$ cat config.mk
export PLATFORM = sky130hd
export DESIGN_NAME = multicycle_control
export DESIGN_NICKNAME = d
export VERILOG_FILES = /design/src/rtl/multicycle_control.sv
export SDC_FILE = /design/constraint.sdc
export NUM_CORES = 1
export LEC_CHECK = 0
export CELL_PAD_IN_SITES_DETAIL_PLACEMENT = 1
export CELL_PAD_IN_SITES_GLOBAL_PLACEMENT = 2
export CORE_MARGIN = 1
export CORE_UTILIZATION = 25
export DETAILED_ROUTE_END_ITERATION = 7
export GPL_TIMING_DRIVEN = 0
export PLACE_DENSITY_LB_ADDON = 0.1
export SKIP_CTS_REPAIR_TIMING = 1
export SYNTH_ARGS = -nofsm -noshare
export SYNTH_HDL_FRONTEND = slang
export SYNTH_SLANG_ARGS = --single-unit
$ cat constraint.sdc
create_clock -name clk -period 3.77 [get_ports clk]
set_input_delay 1.131 -clock clk [delete_from_list [all_inputs] [get_ports clk]]
set_output_delay 1.131 -clock clk [all_outputs]
set_load 0.02 [all_outputs]
$ cat src/rtl/multicycle_control.sv
// Multicycle MIPS sequencer: runs each instruction over 2..5 clocks plus
// memory wait states, driving the enables and selects of the shared-memory
// multicycle datapath. All outputs are decoded from the current state.
//
//   state       | meaning
//   ------------+-------------------------------------------------------
//   FETCH    0  | read instruction at PC, PC <= PC+4 when memory ready
//   DECODE   1  | latch opcode, compute branch target into ALUOut
//   MEMADR   2  | effective address rs + signext(imm)
//   MEMREAD  3  | data read at ALUOut, wait for memory
//   MEMWB    4  | write MDR to rt
//   MEMWRITE 5  | data write at ALUOut, wait for memory
//   EXEC_R   6  | R-type ALU operation selected by Funct
//   RTYPE_WB 7  | write ALUOut to rd
//   EXEC_I   8  | immediate ALU operation selected by opcode
//   ITYPE_WB 9  | write ALUOut to rt
//   BRANCH  10  | compare rs/rt, conditionally take target from ALUOut
//   JUMP    11  | PC <= jump target
//   JAL     12  | PC <= jump target, $31 <= PC (already PC+4)
//   JR      13  | PC <= register A
module multicycle_control #(
  parameter logic MEM_WAIT_EN = 1'b1
) (
  input  logic       clk,
  input  logic       reset,
  input  logic [5:0] OP,
  input  logic [5:0] Funct,
  input  logic       Zero,
  input  logic       mem_ready,
  output logic       PCWrite,
  output logic       IorD,
  output logic       MemRead,
  output logic       MemWrite,
  output logic       IRWrite,
  output logic [1:0] RegDst,
  output logic [1:0] MemToReg,
  output logic       RegWrite,
  output logic       ALUSrcA,
  output logic [1:0] ALUSrcB,
  output logic [2:0] ALUOp,
  output logic [1:0] PCSource,
  output logic [3:0] state,
  output logic       instr_done
);

  localparam logic [3:0] S_FETCH    = 4'd0;
  localparam logic [3:0] S_DECODE   = 4'd1;
  localparam logic [3:0] S_MEMADR   = 4'd2;
  localparam logic [3:0] S_MEMREAD  = 4'd3;
  localparam logic [3:0] S_MEMWB    = 4'd4;
  localparam logic [3:0] S_MEMWRITE = 4'd5;
  localparam logic [3:0] S_EXEC_R   = 4'd6;
  localparam logic [3:0] S_RTYPE_WB = 4'd7;
  localparam logic [3:0] S_EXEC_I   = 4'd8;
  localparam logic [3:0] S_ITYPE_WB = 4'd9;
  localparam logic [3:0] S_BRANCH   = 4'd10;
  localparam logic [3:0] S_JUMP     = 4'd11;
  localparam logic [3:0] S_JAL      = 4'd12;
  localparam logic [3:0] S_JR       = 4'd13;

  localparam logic [2:0] ALU_FUNCT = 3'b111;
  localparam logic [2:0] ALU_ADD   = 3'b100;
  localparam logic [2:0] ALU_OR    = 3'b101;
  localparam logic [2:0] ALU_LUI   = 3'b000;
  localparam logic [2:0] ALU_AND   = 3'b110;
  localparam logic [2:0] ALU_SUB   = 3'b001;

  logic [3:0] state_q, state_d;
  logic [5:0] op_q;
  logic       rdy;

  // With wait states disabled the memory is assumed to finish every access in one cycle.
  assign rdy   = MEM_WAIT_EN ? mem_ready : 1'b1;
  assign state = reset ? S_FETCH : state_q;

  // State and latched opcode; opcode is only captured in DECODE so later
  // states ignore whatever the IR bus shows after the IR is reloaded.
  always_ff @(posedge clk) begin
    if (reset) begin
      state_q <= S_FETCH;
      op_q    <= 6'd0;
    end else begin
      state_q <= state_d;
      if (state_q == S_DECODE) op_q <= OP;
    end
  end

  // Next-state and output decode; reset overrides every output so no strobe leaks during reset.
  always_comb begin
    state_d    = state_q;
    PCWrite    = 1'b0;
    IorD       = 1'b0;
    MemRead    = 1'b0;
    MemWrite   = 1'b0;
    IRWrite    = 1'b0;
    RegDst     = 2'b00;
    MemToReg   = 2'b00;
    RegWrite   = 1'b0;
    ALUSrcA    = 1'b0;
    ALUSrcB    = 2'b00;
    ALUOp      = 3'b000;
    PCSource   = 2'b00;
    instr_done = 1'b0;
    case (state_q)
      S_FETCH: begin
        MemRead = 1'b1;
        ALUSrcB = 2'b01;
        ALUOp   = ALU_ADD;
        IRWrite = rdy;
        PCWrite = rdy;
        if (rdy) state_d = S_DECODE;
      end
      S_DECODE: begin
        ALUSrcB = 2'b11;
        ALUOp   = ALU_ADD;
        case (OP)
          6'h00:                      state_d = (Funct == 6'h08) ? S_JR : S_EXEC_R;
          6'h23, 6'h2b:               state_d = S_MEMADR;
          6'h08, 6'h0c, 6'h0d, 6'h0f: state_d = S_EXEC_I;
          6'h04, 6'h05:               state_d = S_BRANCH;
          6'h02:                      state_d = S_JUMP;
          6'h03:                      state_d = S_JAL;
          default: begin
            state_d    = S_FETCH;
            instr_done = 1'b1;
          end
        endcase
      end
      S_MEMADR: begin
        ALUSrcA = 1'b1;
        ALUSrcB = 2'b10;
        ALUOp   = ALU_ADD;
        state_d = (op_q == 6'h23) ? S_MEMREAD : S_MEMWRITE;
      end
      S_MEMREAD: begin
        MemRead = 1'b1;
        IorD    = 1'b1;
        if (rdy) state_d = S_MEMWB;
      end
      S_MEMWB: begin
        RegWrite   = 1'b1;
        MemToReg   = 2'b01;
        instr_done = 1'b1;
        state_d    = S_FETCH;
      end
      S_MEMWRITE: begin
        MemWrite   = 1'b1;
        IorD       = 1'b1;
        instr_done = rdy;
        if (rdy) state_d = S_FETCH;
      end
      S_EXEC_R: begin
        ALUSrcA = 1'b1;
        ALUOp   = ALU_FUNCT;
        state_d = S_RTYPE_WB;
      end
      S_RTYPE_WB: begin
        RegWrite   = 1'b1;
        RegDst     = 2'b01;
        instr_done = 1'b1;
        state_d    = S_FETCH;
      end
      S_EXEC_I: begin
        ALUSrcA = 1'b1;
        ALUSrcB = 2'b10;
        case (op_q)
          6'h0c:   ALUOp = ALU_AND;
          6'h0d:   ALUOp = ALU_OR;
          6'h0f:   ALUOp = ALU_LUI;
          default: ALUOp = ALU_ADD;
        endcase
        state_d = S_ITYPE_WB;
      end
      S_ITYPE_WB: begin
        RegWrite   = 1'b1;
        instr_done = 1'b1;
        state_d    = S_FETCH;
      end
      S_BRANCH: begin
        ALUSrcA    = 1'b1;
        ALUOp      = ALU_SUB;
        PCSource   = 2'b01;
        PCWrite    = ((op_q == 6'h04) & Zero) | ((op_q == 6'h05) & ~Zero);
        instr_done = 1'b1;
        state_d    = S_FETCH;
      end
      S_JUMP: begin
        PCWrite    = 1'b1;
        PCSource   = 2'b10;
        instr_done = 1'b1;
        state_d    = S_FETCH;
      end
      S_JAL: begin
        PCWrite    = 1'b1;
        PCSource   = 2'b10;
        RegWrite   = 1'b1;
        RegDst     = 2'b10;
        MemToReg   = 2'b10;
        instr_done = 1'b1;
        state_d    = S_FETCH;
      end
      S_JR: begin
        PCWrite    = 1'b1;
        PCSource   = 2'b11;
        instr_done = 1'b1;
        state_d    = S_FETCH;
      end
      default: state_d = S_FETCH;
    endcase
    if (reset) begin
      PCWrite    = 1'b0;
      IorD       = 1'b0;
      MemRead    = 1'b0;
      MemWrite   = 1'b0;
      IRWrite    = 1'b0;
      RegDst     = 2'b00;
      MemToReg   = 2'b00;
      RegWrite   = 1'b0;
      ALUSrcA    = 1'b0;
      ALUSrcB    = 2'b00;
      ALUOp      = 3'b000;
      PCSource   = 2'b00;
      instr_done = 1'b0;
    end
  end

endmodule

# --- Yosys cells after proc, flatten, opt, wreduce, memory -nomap -nowiden ---
# Index checks and enable logic that the tools add are counted.
totals:
  regBits: 10
  latchBits: 0
  ramBits: 0
  rom_bits: 0
  wordCells: 91
  mem_count: 0
op_classes:
  addsub: 0
  multipliers: 0
  div_mod_pow: 0
  order_cmp: 0
  n_eq_ne: 33
  shift: 0
  muxes: 36
  n_bitwise: 4
  reduce_logical: 16
ops:
  columns: ["cell", "n"]
  rows:
  - ["equality test 6 x 4 -> 1 bit (second input constant)", 8]
  - ["one-hot mux 4 bit (7 select lines)", 1]
  - ["equality test 4 bit (second input constant)", 6]
  - ["equality test 6 x 3 -> 1 bit (second input constant)", 4]
  - ["one-hot mux 4 bit (6 select lines)", 1]
  - ["two-way mux 4 bit", 5]
  - ["equality test 6 bit (second input constant)", 3]
  - ["equality test 4 x 3 -> 1 bit (second input constant)", 4]
  - ["two-way mux 1 bit", 15]
  - ["equality test 6 x 2 -> 1 bit (second input constant)", 2]
  - ["one-hot mux 2 bit (3 select lines)", 2]
  - ["one-hot mux 3 bit (4 select lines)", 1]
  - ["OR reduction 2 bit", 6]
  - ["OR reduction 4 bit", 3]
  - ["OR reduction 11 bit", 1]
  - ["one-hot mux 3 bit (3 select lines)", 1]
  - ["equality test 4 x 2 -> 1 bit (second input constant)", 2]
  - ["two-way mux 2 bit", 4]
  - ["one-hot mux 2 bit (2 select lines)", 2]
  - ["OR reduction 7 bit", 1]
  - ["zero test 6 bit", 1]
  - ["two-way mux 3 bit", 2]
  - ["!= test 2 bit (second input constant)", 3]
  - ["one-hot mux 1 bit (3 select lines)", 2]
  - ["other kinds (7)", 9]

# --- Logic depth before layout (Yosys ltp) ---
logic_depth:
  depth_word: 5
  ltp_mapped: 7
  ltp_nobuf: 5

# --- Worst setup path after synthesis ---
# No wires, ideal clock.
synth_path:
  path_kind: "in2out"
  startpoint: "input port OP[5]"
  endpoint: "output port instr_done"
  t_arrival_ns: 2.364
  required_time_ns: 2.639
  path_slack_ns: 0.275
  stages: 6
  path_buffers: 1
  path_cell_list: "buf_2 > nand2b_1 > a21oi_1 > nor4b_2 > o21a_1 > a2111oi_2"
synth_between:
  elab_chain_len: 5
synth_rtl:
  columns: ["element", "line", "text"]
  rows:
  - ["from (decl)", "26", "input logic [5:0] OP,"]
  - ["equality test 6 x 2 -> 1 bit, or another cell as far along", "116", "case (OP)"]
  - ["OR reduction 11 bit (no source line) *", null, null]
  - ["two-way mux 1 bit *", "116", null]
  - ["one-hot mux 1 bit (3 select lines) *", "104", "case (state_q)"]
  - ["two-way mux 1 bit *", "210", "if (reset) begin"]
  - ["to (decl)", "43", "output logic instr_done"]
# Every way passes the cells marked *; elsewhere a longest branch is shown, timed or not.

# --- Worst setup path after layout ---
layout_path:
  startpoint: "input port reset"
  endpoint: "output port MemWrite"
layout_between:
  elab_chain_len: 1
layout_rtl:
  columns: ["element", "line", "text"]
  rows:
  - ["from (decl)", "25", "input logic reset,"]
  - ["two-way mux 1 bit", "210", null]
  - ["to (decl)", "33", "output logic MemWrite,"]
# Every way passes these cells.

==> impl_metrics.ini <==
[status]
status = finished clean

[power]
seqPwrFrac = 0.329
combPwrFrac = 0.291
clkPwrFrac = 0.380
internal-power_mw = 0.2457
vdd_drop_max_mv = 0.1588
power.density_mw_per_mm2 = 212.1
switching_share = 0.2877
p_sw_mw = 0.09927
p_leak_nw = 0.6728

[setup_path]
crit_buf_inv = 2
path_max_fanout = 6
cpPeakStageDelay_ns = 0.63
path_cells = dlymetal6s2s_1 > or3_1 > nor2_1 > clkdlybuf4s50_1
required_ns = 2.64
cpLargestDelayFamily = buffers and inverters
crit_path_start_kind = input pin
critPathArrivalTime_ns = 2.54
slowest_stage = clkdlybuf4s50_1
critical_path_class = input pin to output port
end_kind = output port

[place]
gp_congestion = 0.7648
port_buffers = 33
pre_cts_ws_ns = -0.7291
placed_cell_area_sq_mm = 0.001559
place_hpwl_microns = 3250

[detailed_routing]
antenna_left = 0
via_count = 1427
drt-vias-per-instance = 5.365
wire_per_inst_microns = 15.73
drt_first_pass_iters = 4
totalWireLength_microns = 4185
first_iter_violations = 41
drc = 0

[floorplan]
die-area_sq_mm = 0.004932
core-area_sq_mm = 0.004414
die_y_microns = 70.23
ios = 39
initial_core_util = 0.2636
num_rows = 24
chipWidth_microns = 70.23

[yosys]
ys.flop_type = dfxtp_1
yosysTopAreaCellShare = 0.1720
synth.yosys.warnings = 0
ys_types = 49
synth_nets = 193
ys_seq_area_frac = 0.1720
syn_area_per_cell_sq_um = 6.574
async_flop_share = 0
synth-seq-cells = 10
synth_edf_count = 0
netlist_area_sq_mm = 0.001164
yosysTopAreaCell = dfxtp_1
synth_area_leaders = dfxtp_1, a21oi_1, nand2_1, nor2_1, buf_2
syn-instance-count = 177

[global_routing]
overflow = 0
grt_pass1_vias = 1432
grt_use_total = 0.1743
antenna_found_initial = 0
grt_max_degree = 11
grt_first_pass_wirelength_microns = 6996

[sta]
setup_ws_ns = 0.09402
max_slew_margin = 0.6438
fin_crit_ns = 3.676
fmax_mhz = 272.0
drv_slew = 0
setup_viol = 0
period_share = 0.9751
tightest_slew_ns = 0.5343
rsz0062_at_grt = false
skew_ns = 0.005007
finalHoldViolCount = 0
tns_ns = 0

[clock_network]
clk_pin_slew_ns = 0.05
cts_tree = done
worstSkewPairLatency_ns = 0.23
h-tree-depth = 1
clockBufferDepth = 2
cts_root_buffer = clkbuf_8
clock_sinks = 10
numCtsBuffers = 3

[finish]
diodes = 0
design_area_sq_mm = 0.001627
utilization = 0.3685
nets = 231
drive_gt1_frac = 0.1402
nFillCells = 564
synthToLayoutAreaGrowth_pct = 39.78

[job]
cap_violations = 0

[hold_path]
hold_class = flip-flop to flip-flop
-- synthesized netlist by cell type, types with 2 or more instances --
cell type,instances
a21oi_1,22
a2bb2oi_1,2
a31oi_1,3
and3_1,4
buf_2,9
buf_4,2
buf_6,2
clkbuf_1,2
dfxtp_1,10
inv_1,3
nand2_1,24
nand2b_1,7
nand3_1,3
nand4_1,2
nor2_1,24
nor2b_1,6
nor3_1,8
nor4b_1,2
o21a_1,2
o21ai_0,3
o21ai_1,3
o22a_1,2
o31ai_1,2
or3_1,3
xnor2_1,2
xor2_1,2
-- through the flow --
stage          power [mW]  std cells  hold slack, ns
6_report           0.3450        266          0.4831
5_1_grt            0.3671        266          0.5055
4_1_cts            0.3508        266          0.4824
3_5_place_dp       0.2167        262          0.4758
3_3_place_gp       0.2142        262          0.4625
2_1_floorplan      0.1779        177          0.4446
-- worst paths after layout --
path	slack, ns	endpoint	startpoint	cells after the start
worst max register to register	2.13	state_q[2]$_SDFFE_PP0P_	state_q[1]$_SDFFE_PP0P_	6
worst min-delay path	0.48	op_q[4]$_SDFFE_PP0P_	op_q[4]$_SDFFE_PP0P_	2
worst max-delay path	0.09	MemWrite	reset	4
worst min register to register	0.48	op_q[4]$_SDFFE_PP0P_	op_q[4]$_SDFFE_PP0P_	2
-- tightest hold or removal path, cell delays in order (launching register included) --
cell and delay [ns]:
dfxtp_1 0.32, nand2_1 0.06, a21oi_1 0.05
-- layout make-up --
class                           count  area (sq um)  area share
Multi-Input combinational cell    147         853.3      0.5246
Buffer                             17         106.4     0.06538
Clock buffer                        4         55.05     0.03385
Timing Repair Buffer               33         335.3      0.2062
Inverter                            3         11.26    0.006923
Tap cell                           52         65.06     0.04000
Sequential cell                    10         200.2      0.1231
-- state kept, by name (all words and copies together), names as in the netlist --
register / count
op_q: 6
state_q: 4
-- logic make-up after synthesis --
kind of cell    share of synthesized area
simple gates                       0.4333
compound gates                     0.2613
buf+inv                           0.09461
flops                              0.1720
xor+xnor                          0.03011
mux                              0.008602
-- per-layer routing --
layer,wire length (microns),up-vias,share of wire,track usage
li1,-,697,-,-
met1,1907,687,0.46,0.2162
met2,2062,37,0.49,0.3153
met3,168,6,0.040,0.01876
met4,46,0,0.011,0.04667
met5,0,-,0,0
-- power groups by stage --
stage	clock [mW]	sequential [mW]	combinational (mW)
6_report	0.131	0.113	0.100
4_1_cts	0.136	0.113	0.102
3_3_place_gp	0	0.115	0.0990
3_5_place_dp	0	0.115	0.101
2_1_floorplan	0	0.115	0.0634
5_1_grt	0.143	0.114	0.110
-- placed cells by master (no fill, tap or decap), types with 2 or more instances in the layout --
cell | synthesis | routed
xor2_1 | 2 | 2
nand2_1 | 24 | 24
nand4_1 | 2 | 2
a31oi_1 | 3 | 3
xnor2_1 | 2 | 2
nand3_1 | 3 | 3
clkbuf_2 | 1 | 2
nor2_1 | 24 | 24
nor4b_1 | 2 | 2
buf_4 | 2 | 3
a2bb2oi_1 | 2 | 2
o31ai_1 | 2 | 2
dlymetal6s2s_1 | 0 | 6
dfxtp_1 | 10 | 10
clkbuf_8 | 0 | 4
a21oi_1 | 22 | 22
clkdlybuf4s50_1 | 0 | 25
o21a_1 | 2 | 2
o21ai_0 | 3 | 3
or3_1 | 3 | 3
o22a_1 | 2 | 2
buf_2 | 9 | 10
inv_1 | 3 | 3
nand2b_1 | 7 | 7
and3_1 | 4 | 4
buf_6 | 2 | 2
o21ai_1 | 3 | 3
nor2b_1 | 6 | 6
nor3_1 | 8 | 8
Note: power is estimated with default switching activity, not from simulation.
